===== src/rtl/wb_write_arbiter_if.sv =====
// Bus bundle for wb_write_arbiter: pipeline writeback request, auxiliary result
// handshake with FIFO status, and the registered register-file write port.
interface wb_write_arbiter_if #(
    parameter int FIFO_DEPTH = 2
);
    localparam int CNT_W = $clog2(FIFO_DEPTH) + 1;

    logic             pipe_we;
    logic [4:0]       pipe_rd;
    logic [31:0]      pipe_wdata;
    logic             pipe_stall;

    logic             aux_valid;
    logic             aux_ready;
    logic [4:0]       aux_rd;
    logic [31:0]      aux_wdata;
    logic             aux_pending;
    logic [CNT_W-1:0] aux_count;

    logic             rf_we;
    logic [4:0]       rf_rd;
    logic [31:0]      rf_wdata;

    modport master (
        output pipe_we, pipe_rd, pipe_wdata, aux_valid, aux_rd, aux_wdata,
        input  pipe_stall, aux_ready, aux_pending, aux_count, rf_we, rf_rd, rf_wdata
    );

    modport slave (
        input  pipe_we, pipe_rd, pipe_wdata, aux_valid, aux_rd, aux_wdata,
        output pipe_stall, aux_ready, aux_pending, aux_count, rf_we, rf_rd, rf_wdata
    );
endinterface


===== src/rtl/wb_write_arbiter.sv =====
// Register-file write-port arbiter: pipeline writeback has priority over FIFO-buffered
// auxiliary results, with a starvation counter. Optional bypass: WB_WRITE_ARBITER_BYPASS_EN.
module wb_write_arbiter #(
    parameter int FIFO_DEPTH   = 2,
    parameter int STARVE_LIMIT = 4
) (
    input  logic              clk,
    input  logic              reset,
    wb_write_arbiter_if.slave bus
);
    localparam int PTR_W = $clog2(FIFO_DEPTH);
    localparam int CNT_W = PTR_W + 1;
    localparam int SC_W  = $clog2(STARVE_LIMIT + 1);

    typedef struct packed {
        logic [4:0]  rd;
        logic [31:0] wdata;
    } entry_t;

    entry_t           mem_q [FIFO_DEPTH];
    logic [PTR_W-1:0] wr_ptr_q, wr_ptr_d;
    logic [PTR_W-1:0] rd_ptr_q, rd_ptr_d;
    logic [CNT_W-1:0] count_q, count_d;
    logic [SC_W-1:0]  starve_cnt_q, starve_cnt_d;
    logic             rf_we_q, rf_we_d;
    logic [4:0]       rf_rd_q, rf_rd_d;
    logic [31:0]      rf_wdata_q, rf_wdata_d;

    logic   pending, full, ready, starve;
    logic   grant_pipe, grant_fifo, grant_byp, push;
    entry_t head, win;

    assign head = mem_q[rd_ptr_q];

    always_comb begin
        // NOTE: every signal gets a default first, so no branch can leave one unassigned and infer a latch.
        grant_pipe = 1'b0;
        grant_fifo = 1'b0;
        grant_byp  = 1'b0;
        win        = '0;
        pending    = (count_q != '0);
        full       = (count_q == CNT_W'(FIFO_DEPTH));
        ready      = !full && !reset;
        starve     = (starve_cnt_q >= SC_W'(STARVE_LIMIT)) && pending;

        if (starve) begin
            grant_fifo = 1'b1;
            win        = head;
        end else if (bus.pipe_we) begin
            grant_pipe = 1'b1;
            win        = {bus.pipe_rd, bus.pipe_wdata};
        end else if (pending) begin
            grant_fifo = 1'b1;
            win        = head;
        end
`ifdef WB_WRITE_ARBITER_BYPASS_EN
        else if (bus.aux_valid && ready) begin
            grant_byp = 1'b1;
            win       = {bus.aux_rd, bus.aux_wdata};
        end
`endif

        push = bus.aux_valid && ready && !grant_byp;

        // x0 writes are consumed like any other grant but never reach the register file
        rf_we_d    = (grant_pipe || grant_fifo || grant_byp) && (win.rd != 5'd0);
        rf_rd_d    = rf_we_d ? win.rd    : rf_rd_q;
        rf_wdata_d = rf_we_d ? win.wdata : rf_wdata_q;

        wr_ptr_d = wr_ptr_q + PTR_W'(push);
        rd_ptr_d = rd_ptr_q + PTR_W'(grant_fifo);
        count_d  = count_q + CNT_W'(push) - CNT_W'(grant_fifo);

        if (!pending || grant_fifo) begin
            starve_cnt_d = '0;
        end else if (grant_pipe && (starve_cnt_q < SC_W'(STARVE_LIMIT))) begin
            starve_cnt_d = starve_cnt_q + SC_W'(1);
        end else begin
            starve_cnt_d = starve_cnt_q;
        end
    end

    // NOTE: FIFO storage is not reset; the pointers and count alone decide which entries are valid.
    always_ff @(posedge clk) begin
        if (push) begin
            mem_q[wr_ptr_q] <= {bus.aux_rd, bus.aux_wdata};
        end
    end

    // NOTE: state uses non-blocking assignments so every flop samples pre-edge values.
    always_ff @(posedge clk or posedge reset) begin
        if (reset) begin
            wr_ptr_q     <= '0;
            rd_ptr_q     <= '0;
            count_q      <= '0;
            starve_cnt_q <= '0;
            rf_we_q      <= 1'b0;
            rf_rd_q      <= '0;
            rf_wdata_q   <= '0;
        end else begin
            wr_ptr_q     <= wr_ptr_d;
            rd_ptr_q     <= rd_ptr_d;
            count_q      <= count_d;
            starve_cnt_q <= starve_cnt_d;
            rf_we_q      <= rf_we_d;
            rf_rd_q      <= rf_rd_d;
            rf_wdata_q   <= rf_wdata_d;
        end
    end

    assign bus.pipe_stall  = starve && bus.pipe_we;
    assign bus.aux_ready   = ready;
    assign bus.aux_pending = pending;
    assign bus.aux_count   = count_q;
    assign bus.rf_we       = rf_we_q;
    assign bus.rf_rd       = rf_rd_q;
    assign bus.rf_wdata    = rf_wdata_q;
endmodule


===== src/flat_wrapper.sv =====
// flat-port wrapper written by rule: the top's interface ports become plain ports
module wb_write_arbiter_flat 
#(
    parameter int FIFO_DEPTH   = 2,
    parameter int STARVE_LIMIT = 4
)
  (clk, reset, bus_pipe_we, bus_pipe_rd, bus_pipe_wdata, bus_aux_valid, bus_aux_rd, bus_aux_wdata, bus_pipe_stall, bus_aux_ready, bus_aux_pending, bus_aux_count, bus_rf_we, bus_rf_rd, bus_rf_wdata);
  wb_write_arbiter_if #(.FIFO_DEPTH(FIFO_DEPTH)) bus_i ();
  input  logic clk;
  input  logic reset;
  input wire logic [$bits(bus_i.pipe_we)-1:0] bus_pipe_we;
  input wire logic [$bits(bus_i.pipe_rd)-1:0] bus_pipe_rd;
  input wire logic [$bits(bus_i.pipe_wdata)-1:0] bus_pipe_wdata;
  input wire logic [$bits(bus_i.aux_valid)-1:0] bus_aux_valid;
  input wire logic [$bits(bus_i.aux_rd)-1:0] bus_aux_rd;
  input wire logic [$bits(bus_i.aux_wdata)-1:0] bus_aux_wdata;
  output wire logic [$bits(bus_i.pipe_stall)-1:0] bus_pipe_stall;
  output wire logic [$bits(bus_i.aux_ready)-1:0] bus_aux_ready;
  output wire logic [$bits(bus_i.aux_pending)-1:0] bus_aux_pending;
  output wire logic [$bits(bus_i.aux_count)-1:0] bus_aux_count;
  output wire logic [$bits(bus_i.rf_we)-1:0] bus_rf_we;
  output wire logic [$bits(bus_i.rf_rd)-1:0] bus_rf_rd;
  output wire logic [$bits(bus_i.rf_wdata)-1:0] bus_rf_wdata;
  assign bus_i.pipe_we = bus_pipe_we;
  assign bus_i.pipe_rd = bus_pipe_rd;
  assign bus_i.pipe_wdata = bus_pipe_wdata;
  assign bus_i.aux_valid = bus_aux_valid;
  assign bus_i.aux_rd = bus_aux_rd;
  assign bus_i.aux_wdata = bus_aux_wdata;
  assign bus_pipe_stall = bus_i.pipe_stall;
  assign bus_aux_ready = bus_i.aux_ready;
  assign bus_aux_pending = bus_i.aux_pending;
  assign bus_aux_count = bus_i.aux_count;
  assign bus_rf_we = bus_i.rf_we;
  assign bus_rf_rd = bus_i.rf_rd;
  assign bus_rf_wdata = bus_i.rf_wdata;
  wb_write_arbiter #(.FIFO_DEPTH(FIFO_DEPTH), .STARVE_LIMIT(STARVE_LIMIT)) u_core (.clk(clk), .reset(reset), .bus(bus_i));
endmodule

===== config.mk =====
export PLATFORM = sky130hd
export DESIGN_NAME = wb_write_arbiter_flat
export DESIGN_NICKNAME = d
export VERILOG_FILES = /design/src/rtl/wb_write_arbiter_if.sv /design/src/rtl/wb_write_arbiter.sv /design/src/flat_wrapper.sv
export SDC_FILE = /design/constraint.sdc
export NUM_CORES = 1
export LEC_CHECK = 0
export ABC_AREA = 1
export CAP_MARGIN = 0
export CORE_MARGIN = 1
export CORE_UTILIZATION = 54
export CTS_CLUSTER_DIAMETER = 150
export DETAILED_ROUTE_END_ITERATION = 8
export GPL_ROUTABILITY_DRIVEN = 0
export GPL_TIMING_DRIVEN = 0
export PLACE_DENSITY = 0.86
export SLEW_MARGIN = 5
export SYNTH_ARGS = -nofsm -noshare
export SYNTH_HDL_FRONTEND = slang
export SYNTH_SLANG_ARGS = --single-unit
export TNS_END_PERCENT = 100

===== constraint.sdc =====
create_clock -name clk -period 4.94 [get_ports clk]
set_clock_uncertainty 0.2 [all_clocks]
set_input_delay 0.494 -clock clk [delete_from_list [all_inputs] [get_ports clk]]
set_output_delay 0.494 -clock clk [all_outputs]
set_load 0.02 [all_outputs]

-- Word level (Yosys, flattened, before mapping)
Memories as Yosys holds them, arrays and structs flattened.
Cells that the tools add are included.
Widths: inputs -> output; s select.
- input bits: 78
- register bits: 45
- logic and storage cells: 42
- memories kept: 1
- output and inout port bits: 43
- bits in writable memories: 74
- memory list (memory ; words ; width ; read ports ; clocked after memory_dff ; write ports ; RTL line ; RTL):
    u_core.mem_q ; 2 ; 37 ; 1 ; 0 ; 1 ; wb_write_arbiter.sv:20 ; entry_t mem_q [FIFO_DEPTH];
- multiplexer cells: 12
- add/sub/neg operators: 5
- order comparisons: 2
- reductions and logical operators: 14
- equality and inequality tests: 1
- operators by type and width (cell ; count):
    $mux 37 ; 3
    $mux 1 ; 7
    $logic_and 1x1->1 ; 6
    $mux 3 ; 2
    $reduce_bool 5->1 ; 1
    $reduce_bool 2->1 ; 2
    $add 3x1->3 const B ; 1
    $ge 3x3->1 const B ; 1
    $logic_not 1->1 ; 3
    $lt 3x3->1 const B ; 1
    $add 1x1->1 ; 2
    $add 2x1->2 ; 1
    $eq 2x2->1 const B ; 1
    $logic_or 1x1->1 ; 2
    $sub 2x1->2 ; 1

-- Depth between registers and ports, before layout
Gate-level depths: netlist of run 1.
- depth after elaboration: 6
- depth in mapped cells: 11
- gate-level depth less buffers: 9

-- Least setup slack after synthesis of run 1
OpenSTA, ideal clock, no wires.
- path type: reg2reg
- from: register u_core.count_q[1], in the netlist u_core.bus.aux_count[1]
- to: memory u_core.mem_q[1][0] in the netlist's numbering (enable)
- slack: 2.219 ns
- buffers on the path: 0
- library setup time: 0.398 ns
- data required time: 4.342 ns
- data arrival time: 2.123 ns
- period minus slack after synthesis: 2.721 ns
- cell stages (with the launch flop): 4
- cell sequence: dfrtp_1 > a21oi_1 > and2_1 > ha_1
- longest elaborated chain between the ends: 6
- RTL lines (element ; RTL line ; RTL):
    from (decl) ; wb_write_arbiter.sv:23 ; logic [CNT_W-1:0] count_q, count_d;
    from (signal assigned) ; wb_write_arbiter.sv:103 ; count_q <= count_d;
    $eq 2x2->1 ; wb_write_arbiter.sv:42 ; full = (count_q == CNT_W'(FIFO_DEPTH));
    $logic_not 1->1 ; wb_write_arbiter.sv:43 ; ready = !full && !reset;
    $logic_and 1x1->1 ; wb_write_arbiter.sv:43 ;
    via bus_aux_ready ; flat_wrapper.sv:18 ; output wire logic [$bits(bus_i.aux_ready)-1:0] bus_aux_ready;
    $logic_and 1x1->1 ; wb_write_arbiter.sv:63 ; push = bus.aux_valid && ready && !grant_byp;
    $mux 1 ; wb_write_arbiter.sv:85 ; if (push) begin
    $mux 1 (not written as such) ; wb_write_arbiter.sv:86 ; mem_q[wr_ptr_q] <= {bus.aux_rd, bus.aux_wdata};
    to (decl) ; wb_write_arbiter.sv:20 ;
The timed path passes the listed nets, and every way through them passes these cells.

-- Worst setup path in the final report of run 1
- from: input bus_pipe_we
- to: output bus_pipe_stall
- longest elaborated chain between the ends: 1
- RTL lines (element ; RTL line ; RTL):
    from (decl) ; flat_wrapper.sv:11 ; input wire logic [$bits(bus_i.pipe_we)-1:0] bus_pipe_we;
    $logic_and 1x1->1 ; wb_write_arbiter.sv:111 ; assign bus.pipe_stall = starve && bus.pipe_we;
    to (decl) ; flat_wrapper.sv:17 ; output wire logic [$bits(bus_i.pipe_stall)-1:0] bus_pipe_stall;
Every way passes these cells.

==> results of run 1 <==
[layout by cell type, fill, tap and decap left out, types with 3 or more instances in the layout]
cell type	n
clkinv_2	7
nor2_1	70
clkinvlp_4	3
nand2_2	6
o21ai_0	34
buf_2	11
inv_2	8
clkdlybuf4s50_1	120
dfrtp_1	45
o21ai_1	4
inv_1	9
ha_1	3
clkbuf_16	16
nand2_1	157
buf_6	10
o21bai_1	32
clkbuf_1	9
nand3_1	32
edfxtp_1	74
[cell usage after synthesis]
master    number
dfrtp_1       45
o21ai_0       34
xnor2_1        2
buf_2         11
nand2_2        6
buf_4          1
inv_1         10
nor2_8         1
nand3_4        1
or2_1          1
nand2_4        2
ha_1           5
nand3_1       32
buf_6         10
o21ai_4        1
xor2_1         1
clkbuf_1       6
nor2_1        70
a21oi_1        1
o21ai_1        4
and2_1         1
nand2_1      157
o21bai_1      32
edfxtp_1      74
inv_2          7
nor2_4         1
buf_1          2
[registers in the layout (all words and copies together) (netlist names)]
| signal | flops |
|---|---|
| u_core.mem_q | 74 |
| u_core.bus.rf_rd | 5 |
| u_core.starve_cnt_q | 3 |
| u_core.rd_ptr_q | 1 |
| u_core.wr_ptr_q | 1 |
| u_core.bus.rf_wdata | 32 |
| u_core.bus.aux_count | 2 |
| u_core.bus.rf_we | 1 |
[layout make-up]
cell class / count / area, µm²
Tap cell: 129 / 161
Fill cell: 635 / 2150
Sequential cell: 119 / 3350
Buffer: 30 / 205
Clock inverter: 12 / 65.1
Inverter: 17 / 63.8
Clock buffer: 20 / 425
Multi-Input combinational cell: 352 / 1680
Timing Repair Buffer: 123 / 1270
[metrics by stage]
stage,setup WS (ns),cell area [µm²]
6_report,2.43,7220
5_1_grt,2.38,7220
4_1_cts,2.42,7220
3_5_place_dp,2.22,6730
3_3_place_gp,1.68,6650
2_1_floorplan,2.22,5290
[how the worst max path moves through the flow]
stage               slack, ns                     from  cells past startpoint                      end
floorplan                2.22  u_core.bus.aux_count[1]                      3       u_core.mem_q[1][0]
global placement         1.68                    reset                      4       u_core.mem_q[0][6]
detailed placement       2.22              bus_pipe_we                     10  u_core.bus.aux_count[1]
CTS                      2.42              bus_pipe_we                      4           bus_pipe_stall
global route             2.38  u_core.bus.aux_count[1]                      3           bus_pipe_stall
finish                   2.43              bus_pipe_we                      4           bus_pipe_stall
[kinds of logic (layout without fill, tap and decap cells)]
logic type	after synthesis	after routing	synth area share, %
AO/OA/AOI/OAI	72	72	8.54
buffers and inverters	47	202	5.08
adder cells (fa/ha/maj)	5	5	1.18
XOR/XNOR	3	3	0.497
AND/OR/NAND/NOR	272	272	21.4
flip-flops	119	119	63.3
[power by group through the flow]
| stage | Sequential, W | Combinational (W) | Clock [W] |
|---|---|---|---|
| after floorplan | 0.00164 | 0.000775 | 0 |
| after global placement | 0.00146 | 0.00153 | 0 |
| after detailed placement | 0.00147 | 0.00160 | 0 |
| after CTS | 0.00146 | 0.00161 | 0.00102 |
| after global routing | 0.00148 | 0.00175 | 0.00107 |
| final | 0.00146 | 0.00160 | 0.00101 |
[routing by layer]
| metal | vias up | GRT usage [%] |
|---|---|---|
| li1 | 2000 | - |
| met1 | 1966 | 30.3 |
| met2 | 138 | 48.8 |
| met3 | 18 | 5.62 |
| met4 | 0 | 10.6 |
| met5 | - | 0 |
[critical path, cell delays in order]
cell,delay (ns)
clkdlybuf4s50_1,0.53
inv_2,0.07
nor2_1,0.11
clkdlybuf4s50_1,0.61
==> flow_metrics.env, run 1 <==
export IMPL_wirelength_mm=12.4
export IMPL_clkPwrFrac_pct=24.8
export IMPL_cts_root_buf="clkbuf_8"
export IMPL_synth_cell_types=27
export IMPL_switching_share_pct=36.0
export IMPL_cts_sinks=119
export IMPL_yosysSeqAreaShare_pct=63.3
export IMPL_seqPwrFrac_pct=35.8
export IMPL_io_pins=121
export IMPL_cts_resized=0
export IMPL_clk_latency_ns=0.51
export IMPL_highest_layer="met4"
export IMPL_dr_pass1_iters=5
export IMPL_numCtsBuffers=17
export IMPL_core_area_um2=9370
export IMPL_startpoint_type="input pin"
export IMPL_status="complete, no violations"
export IMPL_max_clock_freq_mhz=399
export IMPL_hold_viol_final=0
export IMPL_rsz0062_at_grt="false"
export IMPL_crit_required_ns=4.25
export IMPL_cp_arrival_ns=1.81
export IMPL_placementRows=35
export IMPL_port_buffers=120
export IMPL_layout_drive_gt1_share_pct=11.0
export IMPL_ir_drop_v=0.000348
export IMPL_p_total_w=0.00407
export IMPL_grt_pass1_vias=4318
export IMPL_cp_max_fo=3
export IMPL_yosysTopAreaCell="edfxtp_1"
export IMPL_die_area_um2=10200
export IMPL_cts_tree="yes"
export IMPL_power_frac_comb_pct=39.4
export IMPL_whs_ns=0.168
export IMPL_netlist_top_cells_area="edfxtp_1 42%, dfrtp_1 21%, nand2_1 11%"
export IMPL_htree_levels=4
export IMPL_grt_pass1_wl_mm=20.1
export IMPL_reg2reg_from="u_core.bus.aux_count[1]"
export IMPL_drtIter0Drc=290
export IMPL_synth_nets=601
export IMPL_syn_area_per_cell_um2=10.2
export IMPL_ant_nets=0
export IMPL_fp_dieH_um=101
export IMPL_fin_util_pct=77.0
export IMPL_clkTransAtPathRegs_ns=0.05
export IMPL_worst_hold_path_type="in2async"
export IMPL_instances_no_fill=802
export IMPL_holdBufCountCts=0
export IMPL_yosysTopAreaCellShare_pct=42.0
export IMPL_antenna_found_initial=0
export IMPL_areaGrowthSynthToFinish_pct=36.4
export IMPL_period_needed_ns=2.51
export IMPL_endpoint_kind="output port"
export IMPL_start_util_pct=56.5
export IMPL_critPathKind="in2out"
export IMPL_route_detailed_drc=0
export IMPL_tightest_slew_ns=0.514
export IMPL_yosysWarnings=0
export IMPL_grt_overflow_total=0
export IMPL_maxCapViolCount=0
export IMPL_finalMaxSlewViolations=0
export IMPL_grt_max_degree=37
export IMPL_power_switching_w=0.00146
export IMPL_intPower_w=0.00261
export IMPL_setup_viol=0
export IMPL_wire_per_inst_um=15.4
export IMPL_slew_headroom_pct=65.7
export IMPL_finalNetCount=743
export IMPL_r2r_end="u_core.bus.aux_count[1]"
export IMPL_wl_met3_um=777
export IMPL_vias=4122
export IMPL_p_leak_nw=3.03
export IMPL_wl_met1_mm=4.68
export IMPL_routed_via_density=5.14
export IMPL_powerDensity_nw_per_um2=564
export IMPL_place_hpwl_mm=8.49
export IMPL_synth_seq_cells=119
export IMPL_route_met2_wl_mm=6.71
export IMPL_post_cts_buffers=0
export IMPL_dp_cells=770
export IMPL_syn_area_um2=5290
export IMPL_grt_use_total_pct=26.6
export IMPL_rr_worst_depth=10
export IMPL_r2r_setup_slack_ns=2.79
export IMPL_tns_ns=0
export IMPL_diodes=0
export IMPL_timing_final_crit_share_pct=50.8
export IMPL_syn_inst=518
export IMPL_fp_dieW_um=101
export IMPL_cts_buffer_depth=2
Note: power is estimated with default switching activity, not from simulation.
==> run 2: changes to the inputs <==
- CORE_UTILIZATION: 54 -> 45
- PLACE_DENSITY: 0.86 -> 0.77
- clock period: 4.94 -> 2 ns (I/O delays scaled with it)
==> run 2 against run 1 <==
Against the previous run: sequential power up 150%; non-clock buffer count up 9; register-to-register slack lost 2.7 ns; final cell count up 3.0%; critical path type is now reg2out; count of clock-buffer cells in the layout grew 4; critical path depth decreased by 1; largest cell class unchanged.
==> flow_metrics.env, run 2 (synthesized netlist as in run 1, its figures left out) <==
export IMPL_critPathSlowestCell="clkdlybuf4s50_1"
export IMPL_finalNetCount=753
export IMPL_cts_tree="yes"
export IMPL_grt_max_degree=26
export IMPL_setup_viol=0
export IMPL_dr_pass1_iters=4
export IMPL_largest_register="u_core.mem_q"
export IMPL_diodes=0
export IMPL_numCtsBuffers=17
export IMPL_placementRows=39
export IMPL_largest_reg_flops=74
export IMPL_layout_drive_gt1_share_pct=13.2
export IMPL_grt_pass1_wl_mm=20.2
export IMPL_critPathLaunch="u_core.bus.aux_count[1]"
export IMPL_seqPwrFrac_pct=32.8
export IMPL_drtIter0Drc=189
export IMPL_max_clock_freq_mhz=510
export IMPL_fp_dieW_um=110
export IMPL_final_common_cell="nand2_1"
export IMPL_powerDensity_nw_per_um2=1460
export IMPL_hold_start="bus_aux_wdata[15]"
export IMPL_timing_final_crit_share_pct=98.0
export IMPL_slew_headroom_pct=66.4
export IMPL_route_detailed_drc=0
export IMPL_maxCapViolCount=0
export IMPL_areaGrowthSynthToFinish_pct=42.2
export IMPL_period_needed_ns=1.96
export IMPL_final_cell_mix="158 x nand2_1, 118 x clkdlybuf4s50_1, 74 x edfxtp_1"
export IMPL_grt_use_total_pct=21.6
export IMPL_reg2reg_from="u_core.bus.aux_count[1]"
export IMPL_tightest_slew_ns=0.504
export IMPL_endpoint_kind="output port"
export IMPL_finalMaxSlewViolations=0
export IMPL_cts_sinks=119
export IMPL_fp_dieH_um=110
export IMPL_startpoint_type="flip-flop"
export IMPL_power_frac_comb_pct=37.5
export IMPL_min_path_cells=1
export IMPL_place_hpwl_mm=8.24
export IMPL_antenna_found_initial=0
export IMPL_p_leak_nw=3.17
export IMPL_grt_pass1_vias=4197
export IMPL_ant_nets=0
export IMPL_critPathTopFamily="buffers and inverters"
export IMPL_clk_latency_ns=0.40
export IMPL_die_area_um2=12200
export IMPL_cp_arrival_ns=1.56
export IMPL_crit_required_ns=1.60
export IMPL_fin_util_pct=65.9
export IMPL_dp_cells=782
export IMPL_crit_path_cell_trace="inv_2 > nand2_4 > clkdlybuf4s50_1"
export IMPL_wire_per_inst_um=15.4
export IMPL_r2r_end="u_core.mem_q[0][8]"
export IMPL_io_pins=121
export IMPL_worst_hold_path_type="in2reg"
export IMPL_rr_worst_depth=4
export IMPL_rsz0062_at_grt="true"
export IMPL_power_switching_w=0.00368
export IMPL_r2r_setup_slack_ns=0.09
export IMPL_routed_via_density=4.93
export IMPL_cts_buffer_depth=2
export IMPL_cts_root_buf="clkbuf_16"
export IMPL_start_util_pct=46.3
export IMPL_intPower_w=0.00731
export IMPL_clkPwrFrac_pct=29.6
export IMPL_clkTransAtPathRegs_ns=0.05
export IMPL_ir_drop_v=0.000692
export IMPL_htree_levels=4
export IMPL_crit_buf_inv=2
export IMPL_whs_ns=0.175
export IMPL_status="complete, no violations"
export IMPL_instances_no_fill=826
export IMPL_vias=4076
export IMPL_critPathKind="reg2out"
export IMPL_wirelength_mm=12.7
export IMPL_core_area_um2=11400
export IMPL_hold_end="u_core.mem_q[0][15]"
export IMPL_hold_viol_final=0
export IMPL_worst_path_largest_cell_delay_ns=0.61
export IMPL_switching_share_pct=33.5
export IMPL_grt_overflow_total=0
export IMPL_port_buffers=120
export IMPL_cp_max_fo=5
-- run 2: cell types whose count changed in the layout (fill, tap and decap cells not counted), moves of 4 or more --
| cell | before | now |
|---|---|---|
| buf_4 | 1 | 7 |
| clkinv_2 | 7 | 2 |
| bufinv_16 | 0 | 4 |
| clkbuf_8 | 1 | 5 |
-- run 2: power by group through the flow --
stage	clock network [W]	registers (W)	logic, W
3_3_place_gp	0	0.00362	0.00387
4_1_cts	0.00330	0.00360	0.00410
6_report	0.00326	0.00360	0.00412
2_1_floorplan	0	0.00406	0.00196
5_1_grt	0.00341	0.00366	0.00447
3_5_place_dp	0	0.00364	0.00397
-- run 2: worst max-delay path by stage --
stage	end	cells after the start
after floorplan	u_core.mem_q[0][0]	4
after global placement	u_core.bus.aux_count[0]	2
after detailed placement	u_core.bus.aux_count[1]	10
after CTS	u_core.bus.aux_count[1]	10
after global routing	bus_aux_pending	3
final	bus_aux_pending	3
-- run 2: per-layer routing --
layer | part of all wire, % | routed length [µm] | GRT usage (%) | vias to the layer above
li1 | - | - | - | 2029
met1 | 41 | 5220 | 25.4 | 1916
met2 | 52 | 6630 | 37.6 | 121
met3 | 5.7 | 718 | 5.98 | 10
met4 | 1.0 | 128 | 8.09 | 0
met5 | 0 | 0 | 0 | -
-- run 2: area by class of cell --
cell class                 instances  area, µm²
fill                             914       3890
sequential                       119       3350
multi-input combinational        353       1720
timing repair buffer             132       1350
clock buffer                      24        502
buffer                            30        218
tap                              143        179
clock inverter                     8        141
inverter                          17       66.3
-- run 2: worst reg2reg max path: stages (launching register included) --
cell and delay (ns):
dfrtp_2 0.45, a21oi_2 0.17, and2_1 0.26, ha_4 0.31, buf_6 0.22
-- run 2: timing repair --
action	in CTS	in global routing
hold endpoints to repair	20	0
pin swaps	0	1
cloned	0	1
gates resized for setup	3	7
setup buffers	6	4
hold buffers	1	0
endpoints found under the setup margin	77	30
-- run 2: metrics by stage --
stage	instance area [µm²]	setup slack [ns]	setup TNS, ns	total power, W
floorplan	5330	0.00000777	0	0.00602
global placement	6710	-0.505	-32.62	0.00750
detailed placement	6730	-0.382	-21.27	0.00762
CTS	7480	0.0184	0	0.0110
global route	7520	-0.00718	-0.00864	0.0115
finish	7520	0.0394	0	0.0110
==> run 3: changes to the inputs <==
- HOLD_SLACK_MARGIN: default -> 0.02
==> results of run 3 <==
Same layout as run 2: the final DEF is identical, and so are final timing and power.
